File: src/rtl/dual_image_pkg.sv
// Shared state codes and default parameter values for the dual-stream image aligner.
package dual_image_pkg;

  localparam int DEF_INPUT_DATA_WIDTH = 8;
  localparam int DEF_FIFO_DEPTH       = 16;
  localparam int DEF_MAX_SKEW         = 64;

  typedef enum logic [1:0] {
    ST_IDLE  = 2'd0,
    ST_SYNC  = 2'd1,
    ST_RUN   = 2'd2,
    ST_FLUSH = 2'd3
  } align_state_t;

endpackage

File: src/rtl/sync_fifo.sv
// Single-clock skew buffer; pointers carry one extra MSB so full and empty are distinct.
module sync_fifo #(
  parameter int WIDTH = 8,
  parameter int DEPTH = 16
) (
  input  logic             i_clk,
  input  logic             i_rst_n,
  input  logic             i_push,
  input  logic [WIDTH-1:0] i_data,
  input  logic             i_pop,
  input  logic             i_flush,
  output logic [WIDTH-1:0] o_data,
  output logic             o_full,
  output logic             o_empty
);

  localparam int AW = $clog2(DEPTH);

  logic [AW:0]      wr_ptr, rd_ptr;
  logic [WIDTH-1:0] mem [DEPTH];
  logic             wr_en, rd_en;

  // A push into a full buffer is accepted only when a pop frees the slot on the same edge
  assign wr_en   = i_push && (!o_full || i_pop);
  assign rd_en   = i_pop && !o_empty;
  assign o_empty = (wr_ptr == rd_ptr);
  assign o_full  = (wr_ptr[AW] != rd_ptr[AW]) && (wr_ptr[AW-1:0] == rd_ptr[AW-1:0]);
  assign o_data  = mem[rd_ptr[AW-1:0]];

  always_ff @(posedge i_clk) begin
    if (!i_rst_n || i_flush) begin
      wr_ptr <= '0;
      rd_ptr <= '0;
    end else begin
      if (wr_en) wr_ptr <= wr_ptr + 1'b1;
      if (rd_en) rd_ptr <= rd_ptr + 1'b1;
    end
  end

  always_ff @(posedge i_clk) begin
    if (wr_en) mem[wr_ptr[AW-1:0]] <= i_data;
  end

endmodule

File: src/rtl/dual_stream_align_ctrl.sv
// Aligns a master and a slave pixel stream whose frames start up to P_MAX_SKEW cycles apart,
// emitting matched pixel pairs from two skew FIFOs.
module dual_stream_align_ctrl
  import dual_image_pkg::*;
#(
  parameter int P_INPUT_DATA_WIDTH = DEF_INPUT_DATA_WIDTH,
  parameter int P_FIFO_DEPTH       = DEF_FIFO_DEPTH,
  parameter int P_MAX_SKEW         = DEF_MAX_SKEW
) (
  input  logic                          i_clk,
  input  logic                          i_rst_n,
  input  logic                          i_h_sync_m,
  input  logic                          i_v_sync_m,
  input  logic [P_INPUT_DATA_WIDTH-1:0] i_data_m,
  input  logic                          i_h_sync_s,
  input  logic                          i_v_sync_s,
  input  logic [P_INPUT_DATA_WIDTH-1:0] i_data_s,
  output logic                          o_v_sync,
  output logic                          o_h_sync,
  output logic [P_INPUT_DATA_WIDTH-1:0] o_data_m,
  output logic [P_INPUT_DATA_WIDTH-1:0] o_data_s,
  output logic                          o_frame_done,
  output logic                          o_err,
  output logic [1:0]                    o_state
);

  localparam int              CNT_W      = $clog2(P_MAX_SKEW + 1);
  localparam logic [CNT_W-1:0] SKEW_LIMIT = CNT_W'(P_MAX_SKEW);

  align_state_t                  state_p0, state_nxt;
  logic [CNT_W-1:0]              skew_cnt_p0, skew_cnt_nxt;
  logic                          lead_m_p0, lead_m_nxt;
  logic                          v_sync_m_p0, v_sync_s_p0;
  logic                          rise_m, rise_s;
  logic                          push_en, push_m, push_s, pop, flush, overflow;
  logic                          full_m, empty_m, full_s, empty_s;
  logic [P_INPUT_DATA_WIDTH-1:0] fifo_data_m, fifo_data_s;
  logic                          frame_done_nxt, err_nxt;
  logic                          h_sync_p1, frame_done_p1, err_p1;
  logic [P_INPUT_DATA_WIDTH-1:0] data_m_p1, data_s_p1;

  assign rise_m = i_v_sync_m && !v_sync_m_p0;
  assign rise_s = i_v_sync_s && !v_sync_s_p0;

  // Writes are enabled in SYNC/RUN and also on the IDLE edge that opens the frame
  always_comb begin
    push_en = 1'b0;
    case (state_p0)
      ST_IDLE:         push_en = rise_m || rise_s;
      ST_SYNC, ST_RUN: push_en = 1'b1;
      default:         push_en = 1'b0;
    endcase
  end

  assign push_m   = push_en && i_h_sync_m && i_v_sync_m;
  assign push_s   = push_en && i_h_sync_s && i_v_sync_s;
  assign pop      = (state_p0 == ST_RUN) && !empty_m && !empty_s;
  assign flush    = (state_p0 == ST_FLUSH);
  assign overflow = (push_m && full_m && !pop) || (push_s && full_s && !pop);

  always_comb begin
    state_nxt      = state_p0;
    skew_cnt_nxt   = skew_cnt_p0;
    lead_m_nxt     = lead_m_p0;
    frame_done_nxt = 1'b0;
    err_nxt        = 1'b0;
    case (state_p0)
      ST_IDLE: begin
        skew_cnt_nxt = '0;
        if (rise_m && rise_s) begin
          state_nxt = ST_RUN;
        end else if (rise_m || rise_s) begin
          state_nxt    = ST_SYNC;
          skew_cnt_nxt = CNT_W'(1);
          lead_m_nxt   = rise_m;
        end
      end
      ST_SYNC: begin
        skew_cnt_nxt = skew_cnt_p0 + CNT_W'(1);
        if (skew_cnt_p0 == SKEW_LIMIT) begin
          state_nxt = ST_FLUSH;
          err_nxt   = 1'b1;
        end else if (lead_m_p0 ? rise_s : rise_m) begin
          state_nxt = ST_RUN;
        end
      end
      ST_RUN: begin
        if (!i_v_sync_m && !i_v_sync_s && empty_m && empty_s) begin
          state_nxt      = ST_IDLE;
          frame_done_nxt = 1'b1;
        end
      end
      ST_FLUSH: begin
        if (!i_v_sync_m && !i_v_sync_s) state_nxt = ST_IDLE;
      end
      default: state_nxt = ST_IDLE;
    endcase
    // A dropped pixel breaks pairing for the rest of the frame
    if (overflow) begin
      state_nxt      = ST_FLUSH;
      err_nxt        = 1'b1;
      frame_done_nxt = 1'b0;
    end
  end

  // Stage p0: control state and v_sync history; stage p1: registered outputs
  always_ff @(posedge i_clk) begin
    if (!i_rst_n) begin
      state_p0      <= ST_IDLE;
      skew_cnt_p0   <= '0;
      lead_m_p0     <= 1'b0;
      v_sync_m_p0   <= 1'b0;
      v_sync_s_p0   <= 1'b0;
      h_sync_p1     <= 1'b0;
      data_m_p1     <= '0;
      data_s_p1     <= '0;
      frame_done_p1 <= 1'b0;
      err_p1        <= 1'b0;
    end else begin
      state_p0      <= state_nxt;
      skew_cnt_p0   <= skew_cnt_nxt;
      lead_m_p0     <= lead_m_nxt;
      v_sync_m_p0   <= i_v_sync_m;
      v_sync_s_p0   <= i_v_sync_s;
      h_sync_p1     <= pop;
      data_m_p1     <= pop ? fifo_data_m : '0;
      data_s_p1     <= pop ? fifo_data_s : '0;
      frame_done_p1 <= frame_done_nxt;
      err_p1        <= err_nxt;
    end
  end

  sync_fifo #(
    .WIDTH (P_INPUT_DATA_WIDTH),
    .DEPTH (P_FIFO_DEPTH)
  ) u_fifo_m (
    .i_clk   (i_clk),
    .i_rst_n (i_rst_n),
    .i_push  (push_m),
    .i_data  (i_data_m),
    .i_pop   (pop),
    .i_flush (flush),
    .o_data  (fifo_data_m),
    .o_full  (full_m),
    .o_empty (empty_m)
  );

  sync_fifo #(
    .WIDTH (P_INPUT_DATA_WIDTH),
    .DEPTH (P_FIFO_DEPTH)
  ) u_fifo_s (
    .i_clk   (i_clk),
    .i_rst_n (i_rst_n),
    .i_push  (push_s),
    .i_data  (i_data_s),
    .i_pop   (pop),
    .i_flush (flush),
    .o_data  (fifo_data_s),
    .o_full  (full_s),
    .o_empty (empty_s)
  );

  assign o_v_sync     = (state_p0 == ST_RUN);
  assign o_state      = state_p0;
  assign o_h_sync     = h_sync_p1;
  assign o_data_m     = data_m_p1;
  assign o_data_s     = data_s_p1;
  assign o_frame_done = frame_done_p1;
  assign o_err        = err_p1;

endmodule

File: config.mk
export PLATFORM = sky130hd
export DESIGN_NAME = dual_stream_align_ctrl
export DESIGN_NICKNAME = d
export VERILOG_FILES = /design/src/rtl/dual_image_pkg.sv /design/src/rtl/sync_fifo.sv /design/src/rtl/dual_stream_align_ctrl.sv
export SDC_FILE = /design/constraint.sdc
export NUM_CORES = 1
export LEC_CHECK = 0
export ABC_AREA = 1
export CORE_MARGIN = 2
export CORE_UTILIZATION = 40
export DETAILED_ROUTE_END_ITERATION = 6
export GPL_TIMING_DRIVEN = 0
export PLACE_DENSITY = 0.64
export SYNTH_ARGS = -nofsm -noshare
export SYNTH_HDL_FRONTEND = slang
export SYNTH_SLANG_ARGS = --single-unit
File: constraint.sdc
create_clock -name i_clk -period 5.3 [get_ports i_clk]
set_input_delay 1.06 -clock i_clk [delete_from_list [all_inputs] [get_ports i_clk]]
set_output_delay 1.06 -clock i_clk [all_outputs]
set_load 0.02 [all_outputs]
# == Word level (Yosys, flattened, before mapping) ==
# Memory sizes are Yosys's and may differ from the RTL's. A register that Yosys moved wholly into a read port is not among the register bits.
# Cells that the tools add are included.
# word_totals
reg_bits,35
latchBits,0
ramBits,256
rom_bits,0
input_bits,22
out_inout_bits,22
elab_cells,103
memories,2
# mem_list
memory,depth,width,read_ports,rd_clocked_by_memory_dff,wr,line_no,text
u_fifo_m.mem,16,8,1,1,1,sync_fifo.sv:20,logic [WIDTH-1:0] mem [DEPTH];
u_fifo_s.mem,16,8,1,1,1,sync_fifo.sv:20,
# classes
addsub,5
n_mul,0
n_div,0
order_cmp,0
eq_ne,14
shifts,0
mux,21
bitwise,3
reduce_logical,46
# op_table
operator,count
1-bit logical AND,22
"5-bit by 1-bit adder with 5-bit output, second input constant",4
2-bit two-way mux,7
7-bit case mux with 2 select lines,1
1-bit zero test,12
1-bit two-way mux,11
5-bit == test,2
4-bit == test,2
"4-bit != test, second input constant",2
2-bit case mux with 4 select lines,1
"7-bit by 1-bit adder with 7-bit output, second input constant",1
"7-bit == test, second input constant",1
1-bit logical OR,5
"2-bit == test, second input constant",2
4-bit AND reduction,1
"3-bit by 1-bit != test with 1-bit output, second input constant",1
"3-bit != test, second input constant",1
1-bit NOT,3
3-bit AND reduction,1
3-bit OR reduction,1
"2-bit by 1-bit == test with 1-bit output, second input constant",1
2-bit zero test,1
1-bit != test,2
1-bit case mux with 2 select lines,1
other kinds (3),3

# == Logic depth before layout (Yosys ltp) ==
# depth
depth_word,11
depth_mapped,13
mapped_depth_nobuf,13

# == By module ==
# Synthesis repeated with hierarchy kept, for this count alone.
# hier_totals
hier_cells,1191
area_unflattened_um2,13141.4
# modules_own_cells
mod,n_inst,cells_per_inst,area_per_inst_um2,seq_area_each_um2
sync_fifo,2,498,5858.1,4124.0
dual_stream_align_ctrl,1,195,1425.1,620.6

# == Worst setup path before layout ==
# Ideal clock, no wire load.
# synth_timing
path_kind,input -> register
startpoint,in i_v_sync_m
endpoint,"mem u_fifo_m.mem[12][0], enable pin"
arrival_ns,2.835
path_slack_ns,2.082
cell_stages,10
n_path_buf,1
cell_sequence,inv_1 nor2_1 inv_1 ha_1 nor2_1 o21ai_0 nor2_2 nand2_4 buf_6 nor3_1
# synth_between
elab_chain_len,8
# synth_lines
item,line_no,text
from (decl),dual_stream_align_ctrl.sv:13,"input logic i_v_sync_m,"
1-bit logical AND,dual_stream_align_ctrl.sv:42,assign rise_m = i_v_sync_m && !v_sync_m_p0;
via rise_m,dual_stream_align_ctrl.sv:34,"logic rise_m, rise_s;"
1-bit logical OR,dual_stream_align_ctrl.sv:49,ST_IDLE: push_en = rise_m || rise_s;
1-bit case mux with 2 select lines,dual_stream_align_ctrl.sv:48,case (state_p0)
1-bit logical AND (2 in series),dual_stream_align_ctrl.sv:55,assign push_m = push_en && i_h_sync_m && i_v_sync_m;
1-bit logical AND,sync_fifo.sv:24,assign wr_en = i_push && (!o_full || i_pop);
1-bit two-way mux,sync_fifo.sv:41,if (wr_en) mem[wr_ptr[AW-1:0]] <= i_data;
1-bit two-way mux (not written as such),sync_fifo.sv:41,
to (decl),sync_fifo.sv:20,
# The timed path passes the listed nets, and every way through them passes these cells.

# == Worst setup path in the final report ==
# layout_timing
startpoint,in i_v_sync_m
endpoint,"mem u_fifo_m.mem[10][4], enable pin"
# Same word-level chain as after synthesis.

==> results.ini <==
[critical_path]
cp-end-kind=register
path_max_fanout=10
cp_num_buf_inv=4
cp_slowest_cell=nor3_1
crit_type=input port to register
critPathTopFamily=simple AND/OR/NAND/NOR gates
worstPathCellList=clkdlybuf4s50_1, inv_1, nor2_1, inv_1, ha_1, nor2_1, o21ai_0, nor2_2, nand2_4, buf_6, nor3_1
max_stage_delay_ns=0.92
worst_r2r_path_depth=9
critPathArrivalTime_ns=3.98
start_kind=input port
cp.required_ns=5.42
crit_cells=11

[sta]
timing.final.crit_period_ns=3.859
worstMarginPinSlew_ns=1.341
final.setup.tns_ns=0
period_share_pct=72.80
skew_ns=0.02320
setup_ws_ns=1.441
hold_viol_final=0
slew_violations=0
fin_hold_ws_ns=0.4721
max_freq_mhz=259.2
final-setup-viol-count=0
relSlewSlack_pct=9.888
rsz0062_at_grt=no

[min_path]
hold_class=register to register
hold-path-cell-count=2

[synthesis]
async_flop_share_pct=0
synth_fp_nets=1101
synth_warnings=0
ys.flop_type=edfxtp_1
syn_area_per_cell_um2=11.74
synth_cell_types=37
syn-cell-area_um2=12440
synth_edf_count=256
synthCells=1060
ys_ff_latch=307
yosysSeqAreaShare_pct=69.98

[global_route]
grt_max_degree=17
overflow=0
grt_pass1_wl_mm=45.81
antenna_found_initial=0
track_usage_pct=18.06
grt_pass1_vias=8133

[layout]
fin_area_um2=14590
finish.utilization_pct=47.71
fill_cells=2725
fin_cells=1563
drive_gt1_share_pct=8.055
syn2layout_area_growth_pct=17.27
nets=1181
diodes=0

[clock_network]
numClockSinks=307
clockBufferDepth=3
cts_tree=done
cts-htree-levels=2
postCtsResizedCells=0
clk_pin_slew_worst_paths_ns=0.06
post-cts-setup-buffer-count=0
ctsHoldBuffers=0
worstSkewPairLatency_ns=0.53
cts_inserted_buffers=35
cts_root_buf=clkbuf_16

[floorplanning]
io_pins=44
fp-row-count=64
initial_core_util_pct=40.68
dieArea_um2=32540
fp.dieH_um=180.4
core_um2=30590
dieWidth_um=180.4

[drt]
viasPerCell=5.361
routedWlPerCell_um=18.91
top_layer=met4
route.detailed.drc=0
ant_nets=0
first_pass_iters=5
wl_met2_mm=13.65
met3_length_mm=2.182
num_vias=8380
drt_wl_total_mm=29.56
wl_met1_mm=12.97
drt_iter0_drc=864

[placement]
placed_area_um2=13370
post-place-cells=1498
gp_congestion=0.8092
dp_slack_ns=0.7441
dpl.hpwl_mm=19.04
io_buffer_count=42

[power]
fin_total_pwr_mw=5.517
p_leak_nw=4.913
pwr_density_cell_nw_per_um2=378.1
ir_drop_mv=0.1824

[run]
cap_violations=0

[status]
status=finished clean

-- flip-flops by register name (all words and copies together) (netlist names), 2 cells and up --
register / flops
u_fifo_m.wr_ptr: 5
o_state: 2
u_fifo_s.mem: 128
skew_cnt_p0: 7
u_fifo_m.rd_ptr: 5
u_fifo_s.rd_ptr: 5
o_data_m: 8
u_fifo_s.wr_ptr: 5
u_fifo_m.mem: 128
o_data_s: 8
-- final timing paths --
check | from | end | slack (ns)
setup / recovery | i_v_sync_m | u_fifo_m.mem[10][4]$_DFFE_PP_ | 1.44
hold / removal | skew_cnt_p0[6]$_SDFFE_PN0P_ | skew_cnt_p0[6]$_SDFFE_PN0P_ | 0.47
setup reg to reg | v_sync_m_p0$_SDFF_PN0_ | u_fifo_m.mem[10][4]$_DFFE_PP_ | 2.27
hold reg to reg | skew_cnt_p0[6]$_SDFFE_PN0P_ | skew_cnt_p0[6]$_SDFFE_PN0P_ | 0.47
-- cells in the final DEF (no fill, tap or decap), drive strengths merged, types with 16 or more instances in the layout --
cell / n
edfxtp: 256
nor2: 200
o21ai: 157
nand2: 108
clkbuf: 91
dfxtp: 51
inv: 45
clkdlybuf4s50: 42
o22ai: 32
nor3: 29
a21oi: 28
o221ai: 21
nand3: 20
ha: 19
a31oi: 16
buf: 16
-- power by group --
group          switching [mW]  internal, mW  total [mW]  leakage [nW]
registers              0.0314          2.66        2.70          2.72
clock network           0.957          1.47        2.43         0.583
logic                   0.271         0.125       0.396          1.61
total                    1.26          4.26        5.52          4.91
-- routing by layer --
layer	track usage, %	vias to the layer above
li1	-	3967
met1	25.96	4044
met2	28.02	315
met3	3.213	54
met4	5.613	0
met5	0	-
-- cell families (layout without fill, tap and decap cells) --
logic type	Yosys count	after routing	share of synthesized area (%)
flops	307	307	69.98
fa+ha+maj	19	19	1.911
buf+inv	101	208	3.469
xor+xnor	12	12	0.8446
compound gates	259	259	11.65
simple gates	362	362	12.14
-- cell type report --
type	instances	area [um2]	share of cell area, %
sequential	307	8708	59.68
multi-input combinational	652	3343	22.91
clock buffer	53	1044	7.151
tap	396	495.5	3.395
timing repair buffer	43	427.9	2.932
buffer	53	244.0	1.672
inverter	48	187.7	1.286
clock inverter	11	142.6	0.9775
-- worst register-to-register path: stages (launching register included) --
cell     delay (ns)
dfxtp_1        0.30
nor2_1         0.21
inv_1          0.07
ha_1           0.21
nor2_1         0.11
o21ai_0        0.12
nor2_2         0.35
nand2_4        0.17
buf_6          0.19
nor3_1         0.92
-- cells in the mapped netlist (2+ instances only) --
cell,instances,area share (%)
buf_6,4,0.36
buf_4,2,0.12
o22ai_1,32,1.6
nor2_2,4,0.20
a21oi_1,28,1.1
nand2_4,4,0.36
clkbuf_1,37,1.1
nand2_1,101,3.0
xnor2_1,4,0.28
clkinv_1,4,0.12
nor2_1,195,5.9
xor2_1,8,0.56
o21ai_0,156,6.3
dfxtp_1,51,8.2
nor3_1,29,1.2
nand2_2,3,0.15
nand4_1,3,0.15
buf_1,4,0.12
buf_2,6,0.24
inv_1,38,1.1
nand3_1,19,0.76
a31oi_1,16,0.80
edfxtp_1,256,62
inv_2,3,0.090
ha_1,19,1.9
o221ai_1,21,1.5
inv_4,3,0.15
(Power assumes the default switching activity.)
